==> config.mk <==
export PLATFORM = sky130hd
export DESIGN_NAME = fxp2fp_pipe
export DESIGN_NICKNAME = d
export VERILOG_FILES = /design/src/rtl/fxp_fp_pkg.sv /design/src/rtl/fxp2fp_pipe_lzc_norm.sv /design/src/rtl/fxp2fp_pipe.sv
export SDC_FILE = /design/constraint.sdc
export NUM_CORES = 1
export LEC_CHECK = 0
export CAP_MARGIN = 20
export CORE_MARGIN = 10
export CORE_UTILIZATION = 58
export CTS_CLUSTER_DIAMETER = 40
export DETAILED_ROUTE_END_ITERATION = 7
export PLACE_DENSITY = 0.85
export SYNTH_ARGS = -nofsm -noshare
export SYNTH_HDL_FRONTEND = slang
export SYNTH_SLANG_ARGS = --single-unit
export TNS_END_PERCENT = 1
==> constraint.sdc <==
create_clock -name clk -period 7.1 [get_ports clk]
set_input_delay 1.065 -clock clk [delete_from_list [all_inputs] [get_ports clk]]
set_output_delay 1.065 -clock clk [all_outputs]
set_load 0.05 [all_outputs]
==> src/rtl/fxp_fp_pkg.sv <==
// Shared constants, float layout and helpers for the fixed-point to float converter.
package fxp_fp_pkg;

    localparam int unsigned FP_EXP_BIAS = 127;
    localparam int unsigned FP_FRAC_W   = 23;
    localparam int unsigned FP_EXP_W    = 8;
    localparam int unsigned FP_W        = 32;

    typedef struct packed {
        logic                 sign;
        logic [FP_EXP_W-1:0]  exp;
        logic [FP_FRAC_W-1:0] frac;
    } fp32_t;

    function automatic int unsigned clog2(input int unsigned v);
        int unsigned r;
        r = 0;
        while ((32'd1 << r) < v) r++;
        return r;
    endfunction

endpackage

==> src/rtl/fxp2fp_pipe_lzc_norm.sv <==
// Leading-one position and left-normalising shifter; the hidden bit is dropped from norm_o.
module lzc_norm #(
    parameter int unsigned W  = 14,
    parameter int unsigned PW = 4
) (
    input  logic [W-1:0]  mag_i,
    output logic [W-2:0]  norm_o,
    output logic [PW-1:0] lead_o,
    output logic          zero_o
);
    localparam int unsigned NW = W - 1;

    logic [PW-1:0] shamt;

    always_comb begin
        lead_o = '0;
        for (int unsigned i = 0; i < W; i++) begin
            if (mag_i[i]) lead_o = PW'(i);
        end
        shamt  = PW'(W - 1) - lead_o;
        norm_o = NW'(mag_i << shamt);
        zero_o = (mag_i == '0);
    end

endmodule

==> src/rtl/fxp2fp_pipe.sv <==
// Three-stage fixed-point to IEEE-754 single converter with valid/ready and collapsing bubbles.
module fxp2fp_pipe
    import fxp_fp_pkg::*;
#(
    parameter int unsigned IN_W   = 14,
    parameter int unsigned FRAC_W = 0,
    parameter bit          SIGNED = 1'b1,
    parameter bit          RND    = 1'b1
) (
    input  logic            clk,
    input  logic            rst,
    input  logic            in_valid,
    output logic            in_ready,
    input  logic [IN_W-1:0] in,
    output logic            out_valid,
    input  logic            out_ready,
    output logic [FP_W-1:0] out,
    output logic            out_inexact
);
    localparam int unsigned PW    = clog2(IN_W);
    localparam int unsigned NW    = IN_W - 1;
    localparam int unsigned EXT_W = NW + FP_FRAC_W + 1;

    logic            s1_v_q, s1_sign_q, s1_sign_d;
    logic [IN_W-1:0] s1_mag_q, s1_mag_d;
    logic            s2_v_q, s2_sign_q, s2_zero_q, s2_zero_d;
    logic [NW-1:0]   s2_norm_q, s2_norm_d;
    logic [PW-1:0]   s2_p_q, s2_p_d;
    logic            out_v_q, inexact_q, inexact_d;
    fp32_t           out_q, out_d;

    logic stall, accept, en1, en2, en3;

    // A stage may load whenever its own slot is empty or its contents move on.
    assign stall     = out_v_q & ~out_ready;
    assign in_ready  = ~stall;
    assign accept    = in_valid & ~stall;
    assign en3       = ~out_v_q | out_ready;
    assign en2       = ~s2_v_q | en3;
    assign en1       = ~s1_v_q | en2;

    assign out_valid   = out_v_q;
    assign out         = out_q;
    assign out_inexact = inexact_q;

    always_comb begin
        s1_sign_d = SIGNED & in[IN_W-1];
        s1_mag_d  = s1_sign_d ? IN_W'(-in) : in;
    end

    lzc_norm #(
        .W  (IN_W),
        .PW (PW)
    ) u_lzc_norm (
        .mag_i  (s1_mag_q),
        .norm_o (s2_norm_d),
        .lead_o (s2_p_d),
        .zero_o (s2_zero_d)
    );

    logic [EXT_W-1:0]     ext;
    logic [FP_FRAC_W-1:0] frac_t;
    logic [FP_FRAC_W:0]   frac_r;
    logic                 guard, sticky, rnd_up;

    // Bits below the 23-bit fraction become guard|sticky; short inputs pad with zeros.
    always_comb begin
        ext       = {s2_norm_q, {(FP_FRAC_W + 1){1'b0}}};
        frac_t    = ext[EXT_W-1 -: FP_FRAC_W];
        guard     = ext[EXT_W-FP_FRAC_W-1];
        sticky    = |ext[EXT_W-FP_FRAC_W-2:0];
        rnd_up    = RND & guard & (sticky | frac_t[0]);
        frac_r    = {1'b0, frac_t} + (FP_FRAC_W + 1)'(rnd_up);
        inexact_d = guard | sticky;
        out_d.sign = s2_sign_q;
        out_d.exp  = FP_EXP_W'(FP_EXP_BIAS) + FP_EXP_W'(s2_p_q) - FP_EXP_W'(FRAC_W)
                   + FP_EXP_W'(frac_r[FP_FRAC_W]);
        out_d.frac = frac_r[FP_FRAC_W-1:0];
        if (s2_zero_q) begin
            out_d     = '0;
            inexact_d = 1'b0;
        end
    end

    always_ff @(posedge clk or posedge rst) begin
        if (rst) begin
            s1_v_q    <= 1'b0;
            s1_sign_q <= 1'b0;
            s1_mag_q  <= '0;
            s2_v_q    <= 1'b0;
            s2_sign_q <= 1'b0;
            s2_zero_q <= 1'b0;
            s2_norm_q <= '0;
            s2_p_q    <= '0;
            out_v_q   <= 1'b0;
            out_q     <= '0;
            inexact_q <= 1'b0;
        end else begin
            if (en1) begin
                s1_v_q <= accept;
                if (accept) begin
                    s1_sign_q <= s1_sign_d;
                    s1_mag_q  <= s1_mag_d;
                end
            end
            if (en2) begin
                s2_v_q <= s1_v_q;
                if (s1_v_q) begin
                    s2_sign_q <= s1_sign_q;
                    s2_zero_q <= s2_zero_d;
                    s2_norm_q <= s2_norm_d;
                    s2_p_q    <= s2_p_d;
                end
            end
            if (en3) begin
                out_v_q <= s2_v_q;
                if (s2_v_q) begin
                    out_q     <= out_d;
                    inexact_q <= inexact_d;
                end
            end
        end
    end

endmodule

* After elaboration in Yosys (flattened, before gate mapping)
Cells that the tools add are included.
** Word-level totals
- Word-level logic and storage cells :: 45
- Flip-flop bits (word level) :: 69
- Output and inout bits :: 35
- Input port bits :: 18
** Cells by class
- Reductions and logical operators :: 4
- Shifts and indexed selects :: 1
- Add/subtract/negate cells :: 3
- Bitwise logic cells :: 10
- Muxes and demuxes :: 15
** Operators by type and width (count)
- $mux 32 :: 1
- $mux 4 :: 6
- $logic_not 14->1 :: 1
- $mux 14 :: 1
- $neg 14->14 :: 1
- $shl 14x4->13 :: 1
- $mux 3 :: 4
- $add 7x4->8 const A :: 1
- $reduce_and 2->1 :: 3
- $not 1->1 :: 5
- $mux 2 :: 2
- $sub 4x4->4 const A :: 1
- $or 1x1->1 :: 3
- $and 1x1->1 :: 2
- $mux 1 :: 1

* Depth between registers and ports, before layout
- Depth after elaboration :: 15
- Mapped depth :: 11
- Depth with buffers taken out :: 9

* Modules after synthesis
A second synthesis with hierarchy kept.
** Second synthesis, totals
- Cells, all modules :: 374
- Area total of the unflattened synthesis :: 3618.5 um^2
** Modules (own cells, without submodules)
- fxp2fp_pipe :: area each 2621.3 um^2, sequential area each 1451.4 um^2, cells an instance 239, times used 1
- lzc_norm :: area each 997.2 um^2, sequential area each 0.0 um^2, cells an instance 135, times used 1

* Least setup slack after synthesis
No wires, ideal clock.
- Path type :: reg-to-reg
- From :: reg s1_mag_q[10]
- To :: reg s2_norm_q[8]
- Setup time :: 0.066 ns
- Period minus slack after synthesis :: 2.687 ns
- Cell stages (with the launch flop) :: 11
- Data required time :: 7.034 ns
- Buffers on the path :: 1
- Slack :: 4.413 ns
- Arrival time :: 2.621 ns
- Path through :: dfrtp_1 > buf_2 > nor4_2 > o31ai_1 > nand2_2 > inv_1 > ha_1 > xor2_1 > nor3b_1 > o211a_1 > a221o_1
** Between the ends
- Longest elaborated chain between the ends :: 6
** Ends and longest elaborated chain
- start, declared :: line fxp2fp_pipe.sv:25 : logic [IN_W-1:0] s1_mag_q, s1_mag_d;
- start signal, assigned :: line fxp2fp_pipe.sv:103 : s1_mag_q <= s1_mag_d;
- $mux 4 (4 in series) :: line fxp2fp_pipe_lzc_norm.sv:18 : if (mag_i[i]) lead_o = PW'(i);
- named net s2_p_d[1] :: line fxp2fp_pipe.sv:28 : logic [PW-1:0] s2_p_q, s2_p_d;
- $sub 4x4->4 :: line fxp2fp_pipe_lzc_norm.sv:20 : shamt = PW'(W - 1) - lead_o;
- $shl 14x4->13 :: line fxp2fp_pipe_lzc_norm.sv:21 : norm_o = NW'(mag_i << shamt);
- end signal, assigned :: line fxp2fp_pipe.sv:111 : s2_norm_q <= s2_norm_d;
- end, declared :: line fxp2fp_pipe.sv:27 : logic [NW-1:0] s2_norm_q, s2_norm_d;
The timed path passes the listed nets, and every way through them passes these cells.
A chain may end at the register's enable or synchronous reset.

* Final worst setup path
- From :: in out_ready
- To :: out in_ready
** Between the ends
- Longest elaborated chain between the ends :: 3
** Ends and longest elaborated chain
- start, declared :: line fxp2fp_pipe.sv:16 : input logic out_ready,
- $not 1->1 :: line fxp2fp_pipe.sv:35 : assign stall = out_v_q & ~out_ready;
- $and 1x1->1 :: line fxp2fp_pipe.sv:35
- $not 1->1 :: line fxp2fp_pipe.sv:36 : assign in_ready = ~stall;
- end, declared :: line fxp2fp_pipe.sv:13 : output logic in_ready,
Every way passes these cells.

==> summary.txt <==
Layout
  – Area growth from synthesis to layout: 16.84%
  – Most common cell after layout, fill and taps aside: sky130_fd_sc_hd__dfrtp_1
  – Total number of nets in the final design: 420
  – Most frequent cells in the layout: sky130_fd_sc_hd__dfrtp_1, sky130_fd_sc_hd__nand2_1, sky130_fd_sc_hd__clkdlybuf4s50_1
  – Antenna diode count: 0
  – Share of final-layout standard cells stronger than drive strength 1: 6.948%
  – Utilization after layout: 70.19%
  – Fillcell total: 461

Critical path
  – Type of element launching the critical path: input pin
  – Required time worst endpoint: 6.03 ns
  – R2r worst-path depth: 9
  – Slowest Stage Delay on Critical Path: 0.82 ns
  – Critical Path Stages: 4
  – Critical path capture point type: primary output
  – Cell repeated most along the worst path: sky130_fd_sc_hd__clkdlybuf4s50_1
  – Number of buffer and inverter stages on the critical path: 3
  – Critical Path, Cell by Cell: clkdlybuf4s50_1, nor2b_1, inv_1, clkdlybuf4s50_1
  – Top Family by Delay on Critical Path: buffers and inverters
  – Arrival time of the worst setup path: approximately 2.5 ns
  – Critical path class: in -> out
  – Cell type of the slowest stage on the worst timing path: sky130_fd_sc_hd__clkdlybuf4s50_1
  – Worst-path fanout max: 4

Synthesis
  – Leading area contributor after synthesis: sky130_fd_sc_hd__dfrtp_1
  – Post-Synthesis Cells: 367
  – Synth top area cells: sky130_fd_sc_hd__dfrtp_1, sky130_fd_sc_hd__nand2_1, sky130_fd_sc_hd__o21ai_0
  – Sequential cell area fraction in the yosys report: 43.61%
  – Mapped Avg Cell Area: 9.069 sq um
  – Seq cells post-synth: 58
  – Count of unique library cells instantiated by Yosys: 57
  – YS warnings: 0
  – Proportion of synthesized flip-flops having asynchronous set or reset: 100.0%
  – Number of enable flip-flop cells after synthesis: 0
  – Top FF cell, synth: sky130_fd_sc_hd__dfrtp_1
  – Netlist area before placement: 3328 sq um
  – Proportion of netlist area held by the largest area contributor: 43.61%

Power
  – Worst-case vdd ir drop: 0.2235 mV
  – Internal power: 0.0008394 W
  – Share of power burned in the clock network: 17.6%
  – Psw: 0.0006687 W
  – Portion of total power attributed to combinational logic: roughly 47%
  – Switching part of the total power: 44.34%
  – Static Leakage: around 1.7 nW
  – Sequential cell fraction of total power: 35.5%
  – Power Dens Cells: ~390 nW/um^2

Detailed routing
  – Residual DRC: 0
  – Vias per cell: 5.638
  – First DRT Iteration DRCs: 140
  – Remaining number of nets flagged by the antenna check after routing: 0
  – Via count of the routed design: between 2000 and 3000
  – Overall routed net length: 7167 um
  – Detail-routed net length per standard cell: about 15 um
  – Length of the first detailed-routing pass in iterations: 4

CTS
  – Cts hold-fix bufs: 0
  – Clock latency of the later-clocked register in the worst-skew pair: ~0.34 ns
  – Maximum buffer depth of the clock tree: 2
  – TritonCTS Buffers: 9
  – Clock Root Buffer: sky130_fd_sc_hd__clkbuf_8
  – CTS tree: built
  – Number of sinks driven by the clock tree: slightly below 60
  – Reg clk slew, reported paths: 0.06 ns
  – Total of cells resized after clock tree synthesis: 0
  – Post-CTS Setup Inserts: 0
  – Number of H-tree branching levels: 3

Global routing
  – Global-route usage over all layers: 15.95%
  – Maximum number of pins on one net before global-route repair: a little under 60
  – Number of global-route vias before repair: ~2500
  – Antenna violations before repair: 0
  – Wire length of the first global-routing pass: 11800 um
  – Remaining global-route overflow: 0

Floorplanning
  – Area enclosed by the die boundary: slightly above 9000 sq um
  – Area of the core region: around 5500 sq um
  – Count of pins on the block boundary: 53
  – Starting utilization of the core area: 60.07%
  – Die X-Extent: 95.75 um
  – Overall die height: 95.75 um
  – Row count: 27

Timing
  – Worst clock skew: between 0.007 and 0.008 ns
  – Setup Viol. Count Final: 0
  – Hold violation count in the final report: 0
  – Fin Hold WS: around 0.48 ns
  – Final Slew Violations: 0
  – Aggregate negative setup slack: 0 ns
  – Maximum frequency from static timing analysis: 279.9 MHz
  – Period utilization: 50.32%
  – Slew margin rel.: 27.30%
  – Setup repair after global routing missed its margin: false
  – Transition at the pin with the smallest max-transition slack: 1.087 ns
  – Min Tclk post-route: around 3.6 ns

Worst hold path
  – Worst hold path stage count: 2
  – Worst min-delay path class: reg -> reg

Place
  – IO buf count: 41
  – Global placement routability congestion: between 0.9 and 1
  – Detailed Place HPWL: 5272 um

Status
  – Status: finished clean

Flow run
  – Max_cap viols: 0
logic make-up after synthesis:
| logic type | synth area share, % |
|---|---|
| flip-flops | 43.61 |
| XOR/XNOR | 3.421 |
| AND/OR/NAND/NOR | 19.32 |
| multiplexers | 5.000 |
| adder cells (fa/ha/maj) | 1.504 |
| AO/OA/AOI/OAI | 20.26 |
| other | 0.1127 |
| buffers and inverters | 6.767 |
power groups by stage:
stage	Clock [W]	Combinational (W)	Sequential (W)
after floorplan	0	0.000345	0.000701
after global placement	0	0.000689	0.000537
after detailed placement	0	0.000701	0.000542
after CTS	0.000271	0.000703	0.000536
after global routing	0.000285	0.000764	0.000550
final	0.000265	0.000707	0.000536
layer usage:
metal  wire [um]  global-route usage, %  vias up
li1            -                      -     1335
met1        3249                  19.52     1250
met2        3353                  26.47       85
met3         485                  4.436        8
met4          79                  5.528        0
met5           0                      0        -
Yosys cell counts (2+ instances only):
cell	instances
sky130_fd_sc_hd__a211o_1	2
sky130_fd_sc_hd__a22o_1	3
sky130_fd_sc_hd__a221o_1	6
sky130_fd_sc_hd__buf_2	5
sky130_fd_sc_hd__o31a_1	2
sky130_fd_sc_hd__xor2_1	11
sky130_fd_sc_hd__o41ai_1	2
sky130_fd_sc_hd__o21ai_0	29
sky130_fd_sc_hd__nand3_1	5
sky130_fd_sc_hd__dfrtp_1	58
sky130_fd_sc_hd__nand2b_1	17
sky130_fd_sc_hd__a32o_1	2
sky130_fd_sc_hd__a21boi_0	2
sky130_fd_sc_hd__clkbuf_1	12
sky130_fd_sc_hd__nor2_1	28
sky130_fd_sc_hd__o31ai_1	11
sky130_fd_sc_hd__nand2_1	53
sky130_fd_sc_hd__o21a_1	2
sky130_fd_sc_hd__nand3b_1	4
sky130_fd_sc_hd__nor2b_1	11
sky130_fd_sc_hd__o21ai_1	2
sky130_fd_sc_hd__xnor2_1	2
sky130_fd_sc_hd__nor3_1	3
sky130_fd_sc_hd__a21oi_1	17
sky130_fd_sc_hd__ha_1	4
sky130_fd_sc_hd__or4_1	2
sky130_fd_sc_hd__buf_4	12
sky130_fd_sc_hd__o22ai_1	3
sky130_fd_sc_hd__mux2i_1	11
sky130_fd_sc_hd__and2_1	4
sky130_fd_sc_hd__mux2_2	5
sky130_fd_sc_hd__inv_1	11
sky130_fd_sc_hd__buf_1	2
registers in the layout, summed over array words and instances (netlist names):
signal,count
out,21
out_valid,1
s2_v_q,1
s2_norm_q,13
s1_v_q,1
s2_p_q,4
s2_zero_q,1
s2_sign_q,1
s1_mag_q,14
s1_sign_q,1
worst reg2reg max path, cell delays in order (launching register included):
cell and delay (ns):
sky130_fd_sc_hd__dfrtp_1 0.44, sky130_fd_sc_hd__nor2_1 0.43, sky130_fd_sc_hd__o31a_1 0.44, sky130_fd_sc_hd__nand2_2 0.16, sky130_fd_sc_hd__inv_1 0.21, sky130_fd_sc_hd__ha_1 0.20, sky130_fd_sc_hd__xor2_1 0.51, sky130_fd_sc_hd__nor3b_1 0.51
sky130_fd_sc_hd__o211a_1 0.24, sky130_fd_sc_hd__a221o_1 0.10
metrics by stage:
stage | instances | worst slack, ns | power [W] | cell area (sq um)
global placement | 458 | 3.545 | 0.001225 | 3690
floorplan | 377 | 4.413 | 0.001046 | 3366
detailed placement | 458 | 3.511 | 0.001243 | 3690
CTS | 474 | 3.522 | 0.001510 | 3861
finish | 475 | 3.528 | 0.001508 | 3889
global route | 475 | 3.464 | 0.001599 | 3889
worst paths after layout:
| path | from | to | slack (ns) |
|---|---|---|---|
| max reg2reg | s1_mag_q[12]$_DFFE_PP0P_ | s2_norm_q[8]$_DFFE_PP0P_ | 3.80 |
| min reg2reg | out[12]$_DFFE_PP0P_ | out[12]$_DFFE_PP0P_ | 0.48 |
| min | out[12]$_DFFE_PP0P_ | out[12]$_DFFE_PP0P_ | 0.48 |
| min in group asynchronous | rst | s1_sign_q$_DFFE_PP0P_ | 1.23 |
| max in group asynchronous | rst | s1_v_q$_DFFE_PP0P_ | 5.38 |
| max | out_ready | in_ready | 3.53 |
layout make-up:
cell class	instances	area, sq um	share of cell area [%]
well taps	72	90.09	2.317
flip-flops and latches	58	1451	37.32
clock inverters	5	30.03	0.7722
multi-input cells	275	1689	43.44
inverters	11	41.29	1.062
repair buffers	43	445.4	11.45
clock buffers	11	141.4	3.636
Note: power is estimated with default switching activity, not from simulation.
